==> config.mk <==
export PLATFORM = sky130hd
export DESIGN_NAME = load_store_unit
export DESIGN_NICKNAME = d
export VERILOG_FILES = /design/src/rtl/load_store_unit.sv
export SDC_FILE = /design/constraint.sdc
export NUM_CORES = 1
export LEC_CHECK = 0
export ABC_AREA = 1
export CAP_MARGIN = 10
export CORE_UTILIZATION = 52
export CTS_BUF_LIST = sky130_fd_sc_hd__clkbuf_8 sky130_fd_sc_hd__clkbuf_16
export CTS_CLUSTER_DIAMETER = 80
export CTS_CLUSTER_SIZE = 20
export DETAILED_ROUTE_END_ITERATION = 10
export GPL_TIMING_DRIVEN = 0
export PLACE_DENSITY = 0.84
export SLEW_MARGIN = 25
export SYNTH_ARGS = -nofsm -noshare
export SYNTH_HDL_FRONTEND = slang
export SYNTH_SLANG_ARGS = --single-unit
==> constraint.sdc <==
create_clock -name clk -period 5.2 [get_ports clk]
set_input_delay 0.52 -clock clk [delete_from_list [all_inputs] [get_ports clk]]
set_output_delay 0.52 -clock clk [all_outputs]
set_load 0.01 [all_outputs]
==> src/rtl/load_store_unit.sv <==
// Load/store unit between the execute stage and a word-addressed memory.
// Little-endian byte lanes; sub-word stores use a read-modify-write through
// a MERGE state, all other accesses complete with one cycle of latency.
// Optional feature macro: MISALIGN_TRAP_EN (misaligned H/W accesses are
// reported through misalign instead of being silently aligned).
module load_store_unit #(
  parameter int XLEN = 32
) (
  input  logic            clk,
  input  logic            rst,
  input  logic            req_valid,
  input  logic            req_we,
  input  logic [2:0]      req_funct3,
  input  logic [XLEN-1:0] req_addr,
  input  logic [XLEN-1:0] req_wdata,
  output logic            req_ready,
  output logic            rsp_valid,
  output logic [XLEN-1:0] rsp_rdata,
  output logic            misalign,
  output logic            mem_we,
  output logic [XLEN-1:0] mem_addr,
  output logic [XLEN-1:0] mem_wd,
  input  logic [XLEN-1:0] mem_rd
);

  typedef enum logic {IDLE, MERGE} state_t;

  state_t          state, next_state;

  logic            accept;
  logic            is_half, is_word;
  logic            legal;
  logic            mis;
  logic [1:0]      eff_off;
  logic [7:0]      byte_sel;
  logic [15:0]     half_sel;
  logic [XLEN-1:0] load_val;

  logic [XLEN-1:0] lat_addr;
  logic [15:0]     lat_wdata;
  logic [2:0]      lat_funct3;
  logic [XLEN-1:0] lat_word;
  logic [XLEN-1:0] merged;

  logic            latch_en;
  logic            rsp_set;
  logic [XLEN-1:0] rsp_data_d;
  logic            mem_we_raw;

  assign req_ready = (state == IDLE);
  assign accept    = req_valid && req_ready;

  // Access-type decode and legality check.
  always_comb begin
    is_half = (req_funct3[1:0] == 2'b01);
    is_word = (req_funct3 == 3'b010);
    if (req_we)
      legal = (req_funct3 == 3'b000) || (req_funct3 == 3'b001) || (req_funct3 == 3'b010);
    else
      legal = (req_funct3 == 3'b000) || (req_funct3 == 3'b001) || (req_funct3 == 3'b010) ||
              (req_funct3 == 3'b100) || (req_funct3 == 3'b101);
  end

`ifdef MISALIGN_TRAP_EN
  // Misaligned halfword/word accesses are trapped, offsets used as given.
  always_comb begin
    mis     = legal && ((is_half && req_addr[0]) || (is_word && (req_addr[1:0] != 2'b00)));
    eff_off = req_addr[1:0];
  end
`else
  // Offending low address bits are cleared so the access stays aligned.
  always_comb begin
    mis = 1'b0;
    if (is_word)
      eff_off = 2'b00;
    else if (is_half)
      eff_off = {req_addr[1], 1'b0};
    else
      eff_off = req_addr[1:0];
  end
`endif

  assign byte_sel = mem_rd[{eff_off, 3'b000} +: 8];
  assign half_sel = mem_rd[{eff_off[1], 4'b0000} +: 16];

  // Lane select and sign/zero extension of load data.
  always_comb begin
    case (req_funct3)
      3'b000:  load_val = {{(XLEN-8){byte_sel[7]}}, byte_sel};
      3'b100:  load_val = {{(XLEN-8){1'b0}}, byte_sel};
      3'b001:  load_val = {{(XLEN-16){half_sel[15]}}, half_sel};
      3'b101:  load_val = {{(XLEN-16){1'b0}}, half_sel};
      default: load_val = mem_rd;
    endcase
  end

  // Replace only the targeted byte/half in the word captured at accept.
  always_comb begin
    merged = lat_word;
    if (lat_funct3 == 3'b001)
      merged[{lat_addr[1], 4'b0000} +: 16] = lat_wdata;
    else
      merged[{lat_addr[1:0], 3'b000} +: 8] = lat_wdata[7:0];
  end

  // Next-state, memory-port and response decisions.
  always_comb begin
    next_state = state;
    mem_we_raw = 1'b0;
    mem_addr   = {2'b00, req_addr[XLEN-1:2]};
    mem_wd     = req_wdata;
    latch_en   = 1'b0;
    rsp_set    = 1'b0;
    rsp_data_d = '0;
    case (state)
      IDLE: begin
        if (accept) begin
          if (!legal || mis) begin
            rsp_set = 1'b1;
          end else if (!req_we) begin
            rsp_set    = 1'b1;
            rsp_data_d = load_val;
          end else if (is_word) begin
            mem_we_raw = 1'b1;
            rsp_set    = 1'b1;
          end else begin
            latch_en   = 1'b1;
            next_state = MERGE;
          end
        end
      end
      MERGE: begin
        mem_addr   = {2'b00, lat_addr[XLEN-1:2]};
        mem_wd     = merged;
        mem_we_raw = 1'b1;
        rsp_set    = 1'b1;
        next_state = IDLE;
      end
      default: next_state = IDLE;
    endcase
  end

  // Write enable is killed combinationally by reset so an in-flight merge never lands.
  assign mem_we = mem_we_raw && rst;

  // State register.
  always_ff @(posedge clk or negedge rst) begin
    if (!rst) state <= IDLE;
    else      state <= next_state;
  end

  // Response registers.
  always_ff @(posedge clk or negedge rst) begin
    if (!rst) begin
      rsp_valid <= 1'b0;
      rsp_rdata <= '0;
    end else begin
      rsp_valid <= rsp_set;
      rsp_rdata <= rsp_data_d;
    end
  end

  // Sub-word store context captured in the accept cycle.
  always_ff @(posedge clk or negedge rst) begin
    if (!rst) begin
      lat_addr   <= '0;
      lat_wdata  <= '0;
      lat_funct3 <= '0;
      lat_word   <= '0;
    end else if (latch_en) begin
      lat_addr   <= {req_addr[XLEN-1:2], eff_off};
      lat_wdata  <= req_wdata[15:0];
      lat_funct3 <= req_funct3;
      lat_word   <= mem_rd;
    end
  end

`ifdef MISALIGN_TRAP_EN
  // Misalign flag travels with the response pulse.
  always_ff @(posedge clk or negedge rst) begin
    if (!rst) misalign <= 1'b0;
    else      misalign <= accept && mis;
  end
`else
  assign misalign = 1'b0;
`endif

endmodule

-- Word-level counts from Yosys, hierarchy flattened
Index checks and enable logic that the tools add are counted.
- add/sub/neg operators: 2
- equality and inequality tests: 6
- shift operators: 6
- multiplexer cells: 28
- bitwise logic cells: 1
- reductions and logical operators: 7
- operator list (cell ; count):
    $mux W32 ; 6
    $pmux W32 S4 ; 1
    $bwmux W32 ; 2
    $shift A16 B7 Y32 const A ; 1
    $shift A8 B7 Y32 const A ; 1
    $shiftx A16 B7 Y32 ; 1
    $shiftx A32 B6 Y16 ; 1
    $shiftx A32 B6 Y8 ; 1
    $shiftx A8 B7 Y32 ; 1
    $mux W30 ; 1
    $mux W1 ; 14
    $neg A5 Y7 ; 2
    $eq A3 B1 Y1 const B ; 2
    $eq A3 B3 Y1 const B ; 2
    $pmux W1 S2 ; 3
    $logic_or A1 B1 Y1 ; 4
    $eq A3 B2 Y1 const B ; 1
    $logic_not A3 Y1 ; 1
    $eq A2 B1 Y1 const B ; 1
    $logic_and A1 B1 Y1 ; 2
    $mux W2 ; 1
    $not A1 Y1 ; 1
- register bits after elaboration: 117
- bits of input ports: 103
- output and inout bits: 100
- logic and storage cells: 57

-- Logic depth before layout (Yosys ltp)
Gate-level depths: netlist of run 1.
- word-level depth: 10
- mapped depth: 11
- depth with buffers taken out: 9

-- Worst setup path before layout of run 1
OpenSTA, ideal clock, no wires.
- path kind: flip-flop to output port
- start: reg lat_addr[1]
- end: out mem_wd[0]
- arrival: 1951 ps
- data required time: 4680 ps
- setup slack: 2729 ps
- cell stages (with the launch flop): 10
- buffers on the path: 3
- cell sequence: dfrtp_1 -> clkbuf_1 -> clkinv_1 -> clkbuf_1 -> ha_1 -> clkbuf_1 -> nand3_1 -> o221ai_1 -> nand2_1 -> nand2_1
- word-level cells in the longest chain between the ends: 5
- elaborated cells between the ends (all ways): 10
- RTL lines (what ; line ; RTL):
    start, declared ; 39 ; logic [XLEN-1:0] lat_addr;
    start signal, assigned ; 171 ; lat_addr <= {req_addr[XLEN-1:2], eff_off};
    $neg A5 Y7, on equally long branches ; 101, 103 ;
    $shiftx A16 B7 Y32, or another cell as far along ; 101 ; merged[{lat_addr[1], 4'b0000} +: 16] = lat_wdata;
    $bwmux W32, on equally long branches ; 101, 103 ;
    $mux W32 * ; 100 ; if (lat_funct3 == 3'b001)
    $mux W32 * ; 115 ; case (state)
    end, declared ; 22 ; output logic [XLEN-1:0] mem_wd,
Mark *: on every way between the ends. The rest lies on a longest branch, timed or not.

-- Worst setup path after layout of run 1
Same ends and word-level chain as after synthesis.

==> impl_metrics.yaml, run 1 <==
grt:
  grt_pass1_vias: 6806
  grtUsageTotal_pct: 34.3
  antenna_found_initial: 0
  grt_max_degree: 69
  grt_first_pass_wirelength_um: 34500
  grt-ovfl-total: 0
run_status:
  status: "finished with violations"
  failed_checks: "DRC"
final_layout:
  layout.nets: 1260
  layout.area.seq_um2: 2930
  antenna_cells: 0
  area_delta_synth_final_pct: 42.4
  multi_input_area_um2: 3110
  drive_gt1_share_pct: 6.87
  final_util_pct: 75.9
  fillCellCount: 993
placed_design:
  dp_slack_ns: 1.54
  numPortBuffers: 199
  gp_congestion: 0.957
  hpwlAfterDp_um: 16200
worst_setup_path:
  start_kind: "register"
  arrival_ns: 3.77
  critPathRequiredTime_ns: 4.68
  crit_type: "reg2out"
  crit_path_max_fanout: 12
  endpoint_kind: "output pin"
floorplanning:
  coreArea_um2: 12600
  fp.dieH_um: 116
  rows: 41
  initial_utilization_pct: 53.3
  die_area_um2: 13300
  ios: 203
  die_w_um: 116
drt:
  first_iter_violations: 771
  drt-pass1-iter-count: 11
  drc: 2
  vias_per_cell: 5.53
  drt_wl_total_um: 22300
  ant_nets: 0
  wire_per_inst_um: 16.7
  num_vias: 7385
synth:
  synthCells: 931
  ys_seq_elements: 117
  synth.distinct_cells: 26
  synth_edf_count: 0
  ys_top_cells_by_count: "nand2_1, o21ai_0, dfrtp_1, inv_1, nor2_1"
  syn_area_per_cell_um2: 7.20
  muxShareOfSynthArea_pct: 0
  synth-compound-area-share_pct: 21.6
  synthAdderAreaFrac_pct: 0.934
  synthTopCellsByArea: "dfrtp_1, nand2_1, o21ai_0, inv_1, nor2_1"
  synth.largest_area_cell: "dfrtp_1"
  ys_async_sr_fraction_pct: 100
  yosysMostFrequentCell: "nand2_1"
  syn_area_um2: 6700
  yosys.area_share.simple_pct: 23.7
  synth_flop_cell: "dfrtp_1"
  synthXorXnorAreaFrac_pct: 0
  seq_area_frac_synth_pct: 43.7
  synth_top_family_by_area: "simple AND/OR/NAND/NOR gates"
  ys_warn_count: 0
  netlist.area_leader.share_pct: 43.7
timing:
  slew_headroom_pct: 54.9
  skew_ns: 0.00771
  setup_viol: 0
  tns_ns: 0
  period_needed_ns: 4.29
  setup_ws_ns: 0.913
  slew_violations: 0
  fmax_mhz: 233
  tightestPinTransition_ns: 0.676
  period_share_pct: 82.4
  rsz0062_at_grt: "no"
  hold_viol_final: 0
power:
  power.density_nw_per_um2: 345
  ir_worst_vdd_mv: 0.242
  totalPowerFinal_mw: 3.29
  p_leak_nw: 4.46
cts:
  htree_levels: 4
  clk_path_buf_depth: 2
  cts_setup_buffers: 0
  cts-buffers-inserted: 17
  hold_buffers: 0
  clock_latency_ns: 0.42
  cts.repair.resized: 0
  cts_sinks: 117
  cts_tree: "built"
  clkTransAtPathRegs_ns: 0.06
  clockRootBuffer: "clkbuf_16"
hold_path:
  hp-class: "in2async"
run:
  max_cap_viol_count: 0
==> layout by cell type (no fill, tap or decap) <==
master	n
o21ai_0	119
clkbuf_16	17
ha_1	5
o221ai_1	8
inv_1	87
a31oi_1	8
clkdlybuf4s50_1	198
a211oi_1	8
nor2_1	75
buf_4	4
inv_2	3
nand2_2	1
buf_16	1
clkinv_4	2
dfrtp_1	117
o211ai_1	15
o21ai_2	21
nand3_1	45
clkinvlp_4	2
clkinv_1	3
bufinv_16	3
buf_1	4
buf_2	7
clkinv_2	2
clkbuf_1	36
clkbuf_8	1
nor2_4	2
nor2_2	1
o21ai_1	28
buf_6	11
nand2_1	278
a21boi_0	1
conb_1	3
a21oi_1	46
inv_6	2
==> per-layer routing <==
metal / routed length (um) / part of all wire, % / GRT usage [%] / vias up
li1: - / - / - / 3475
met1: 9140 / 41 / 45.2 / 3429
met2: 10200 / 46 / 53.3 / 421
met3: 2130 / 9.6 / 8.94 / 60
met4: 768 / 3.5 / 15.1 / 0
met5: 0 / 0 / 0 / -
==> final timing paths <==
check / depth (start not counted) / slack (ns) / endpoint / startpoint
max: 10 / 0.91 / mem_wd[0] / lat_addr[1]
min: 1 / 0.11 / lat_wdata[4] / rst
max reg2reg: 8 / 3.33 / rsp_rdata[5] / state
min reg2reg: 2 / 0.48 / lat_addr[28] / lat_addr[28]
max in group asynchronous: 2 / 4.39 / lat_addr[16] / rst
min in group clk: 2 / 0.48 / lat_addr[28] / lat_addr[28]
==> sequential cells by signal, summed over array words and instances (netlist names) <==
| register | flops |
|---|---|
| lat_addr | 32 |
| rsp_rdata | 32 |
| lat_funct3 | 3 |
| lat_word | 32 |
| lat_wdata | 16 |
| state | 1 |
| rsp_valid | 1 |
==> final cells by class <==
| cell class | instances | area share (%) |
|---|---|---|
| plain buffers | 61 | 3.44 |
| clock buffers | 18 | 4.60 |
| clock inverters | 13 | 1.65 |
| inverters | 91 | 3.58 |
| multi-input cells | 664 | 32.6 |
| flip-flops and latches | 117 | 30.7 |
| well taps | 172 | 2.26 |
| repair buffers | 200 | 21.2 |
==> per-stage QoR <==
stage	area [um2]	hold slack (ns)	instances
2_1_floorplan	6710	0.224	933
3_3_place_gp	8910	0.463	1304
3_5_place_dp	8940	0.469	1305
4_1_cts	9540	0.138	1336
5_1_grt	9540	0.166	1336
6_report	9540	0.111	1336
==> logic make-up (layout without fill, tap and decap cells) <==
kind of cell / count (synthesis) / count (layout)
and+or+nand+nor: 402 / 402
AOI/OAI and AO/OA: 254 / 254
buffers and inverters: 152 / 383
DFF: 117 / 117
adders and majority gates: 5 / 5
other: 1 / 3
==> worst max-delay path: stages, from the launching register on <==
cell             delay, ns
dfrtp_1               0.40
clkbuf_1              0.15
clkinv_1              0.16
clkbuf_1              0.50
ha_1                  0.25
clkbuf_1              0.41
nand3_1               0.43
o221ai_1              0.34
nand2_1               0.10
nand2_1               0.07
clkdlybuf4s50_1       0.53
==> report_power, final <==
group / switching, mW / internal [mW]
clock: 0.434 / 0.761
sequential: 0.123 / 1.07
combinational: 0.535 / 0.372
total: 1.09 / 2.20
Power figures use the tool's default switching activity.
==> run 2, diff against run 1 <==
- CORE_UTILIZATION: 52 -> 43
- PLACE_DENSITY: 0.84 -> 0.74
- clock period: 5.2 -> 3.45 ns (I/O delays scaled with it)
==> run 2 against run 1 <==
Effect of this change:
- the flow now finishes without violations
- via count is 3.4% lower
- design area rose by 0.45%
- clock skew is 0.00080 ns lower
- clock-buffer cell count down 1
- clock power grew 51%
- core utilization fell by 13 points
- worst hold slack better by 0.26 ns
- sequential share of layout area fell by 0.14 points
- die area grew 21%
- critical path type unchanged
- largest cell class unchanged
==> impl_metrics.yaml, run 2 (synthesis results as in run 1) <==
run_status:
  status: "finished, final reports clean"
power:
  p_sw_share_pct: 33.4
  combPwrFrac_pct: 27.5
  clkPwrFrac_pct: 36.4
  power.density_nw_per_um2: 519
  p_seq_share_pct: 36.1
  cellInternalPower_mw: 3.31
  switchingPower_mw: 1.66
  ir_worst_vdd_mv: 0.397
  p_leak_nw: 4.47
drt:
  vias_per_cell: 5.28
  drt_wl_total_um: 22700
  ant_nets: 0
  drc: 0
  wire_per_inst_um: 16.8
  drt-pass1-iter-count: 6
  num_vias: 7137
  first_iter_violations: 741
final_layout:
  final_cells: 1352
  antenna_cells: 0
  top_regs: "lat_addr: 32 flops, lat_word: 32 flops, rsp_rdata: 32 flops"
  final_util_pct: 63.0
  fillCellCount: 1355
  drive_gt1_share_pct: 7.39
  layout.area.seq_um2: 2930
  multi_input_area_um2: 3110
  area_delta_synth_final_pct: 43.0
  layout_common_cells: "nand2_1, clkdlybuf4s50_1, o21ai_0"
  layout.nets: 1259
  layout_commonest_cell: "nand2_1"
placed_design:
  dp_slack_ns: -0.0353
  gp_congestion: 0.929
  hpwlAfterDp_um: 16800
  place_inst: 1321
  numPortBuffers: 199
timing:
  tightestPinTransition_ns: 0.612
  rsz0062_at_grt: "no"
  period_share_pct: 93.9
  slew_headroom_pct: 59.2
  skew_ns: 0.00692
  tns_ns: 0
  setup_viol: 0
  slew_violations: 0
  setup_ws_ns: 0.210
  hold_viol_final: 0
  period_needed_ns: 3.24
  fmax_mhz: 309
worst_setup_path:
  reg2regPathDepth: 8
  path_delay_family: "buffers and inverters"
  critPathRequiredTime_ns: 3.11
  crit_type: "reg2out"
  slowest_delay_ns: 0.54
  slowest_stage: "clkdlybuf4s50_1"
  cp-startpoint: "lat_addr[1]"
  crit_path_max_fanout: 19
  start_kind: "register"
  reg2reg_slack_ns: 1.50
  timing.rr.start: "state"
  cp-endpoint: "mem_wd[6]"
  cpMostUsedCell: "nand2_1"
  arrival_ns: 2.89
  regToRegEndpoint: "rsp_rdata[10]"
  timing.critical_path.depth: 8
  crit_chain: "clkbuf_1 -> inv_4 -> ha_1 -> nand3_2 -> o221ai_1 -> nand2_1 -> nand2_1 -> clkdlybuf4s50_1"
  path_buf_inv: 3
  endpoint_kind: "output pin"
grt:
  grt_first_pass_wirelength_um: 35600
  grt_max_degree: 85
  grtUsageTotal_pct: 28.8
  grt-ovfl-total: 0
  grt_pass1_vias: 6676
  antenna_found_initial: 0
cts:
  cts_sinks: 117
  cts-buffers-inserted: 17
  clock_latency_ns: 0.42
  clkTransAtPathRegs_ns: 0.05
  clk_path_buf_depth: 2
  cts_tree: "built"
  clockRootBuffer: "clkbuf_16"
  htree_levels: 4
floorplanning:
  die_area_um2: 16100
  rows: 45
  fp.dieH_um: 127
  coreArea_um2: 15200
  die_w_um: 127
  ios: 203
  initial_utilization_pct: 44.1
hold_path:
  hp-class: "in2async"
run:
  max_cap_viol_count: 0
-- run 2: worst min-delay path by stage --
stage / from / endpoint / slack, ns
global route: rst / lat_addr[20] / 0.40
CTS: rst / lat_addr[20] / 0.38
floorplan: rst / lat_addr[0] / 0.05
detailed placement: rst / lat_addr[20] / 0.23
finish: rst / lat_addr[20] / 0.38
global placement: lat_addr[26] / lat_addr[26] / 0.46
-- run 2: what timing repair did --
action	in CTS	in global routing
setup endpoints to repair	32	31
endpoints found under the hold margin	34	0
hold buffers	1	0
setup buffers	0	0
pin swaps	0	0
resized for setup	3	2
gates cloned	0	0
-- run 2: final cells by class --
class / instances / area share (%)
plain buffers: 59 / 3.36
clock buffers: 17 / 4.44
clock inverters: 15 / 1.87
inverters: 91 / 3.59
multi-input cells: 664 / 32.5
flip-flops and latches: 117 / 30.6
well taps: 188 / 2.45
repair buffers: 201 / 21.2
-- run 2: routing by layer --
metal	global-route usage (%)	part of all wire, %	wire, um	vias up
met2	46.3	47	10700	297
met5	0	0	0	-
met1	39.0	43	9810	3328
li1	-	-	-	3467
met3	5.57	7.3	1660	45
met4	9.94	2.6	580	0
-- run 2: stage by stage --
step | total power [mW] | area (um2) | hold WS, ns
after floorplan | 2.56 | 6710 | 0.0494
after global placement | 3.11 | 8930 | 0.464
after detailed placement | 3.14 | 8970 | 0.225
after CTS | 4.96 | 9580 | 0.380
after global routing | 5.23 | 9580 | 0.396
final | 4.97 | 9580 | 0.375
-- run 2: power by group through the flow --
| stage | sequential (mW) | clock (mW) | combinational [mW] |
|---|---|---|---|
| after floorplan | 1.75 | 0 | 0.810 |
| after global placement | 1.80 | 0 | 1.31 |
| after detailed placement | 1.80 | 0 | 1.34 |
| after CTS | 1.79 | 1.82 | 1.35 |
| after global routing | 1.82 | 1.89 | 1.52 |
| final | 1.80 | 1.81 | 1.37 |
-- run 2: worst reg2reg max path: cells and delay by family, from the launching register on --
| family | cells | cell delay (ns) |
|---|---|---|
| buffers and inverters | 3 | 0.66 |
| AO/OA/AOI/OAI | 3 | 0.48 |
| flip-flops | 1 | 0.41 |
| AND/OR/NAND/NOR | 2 | 0.30 |
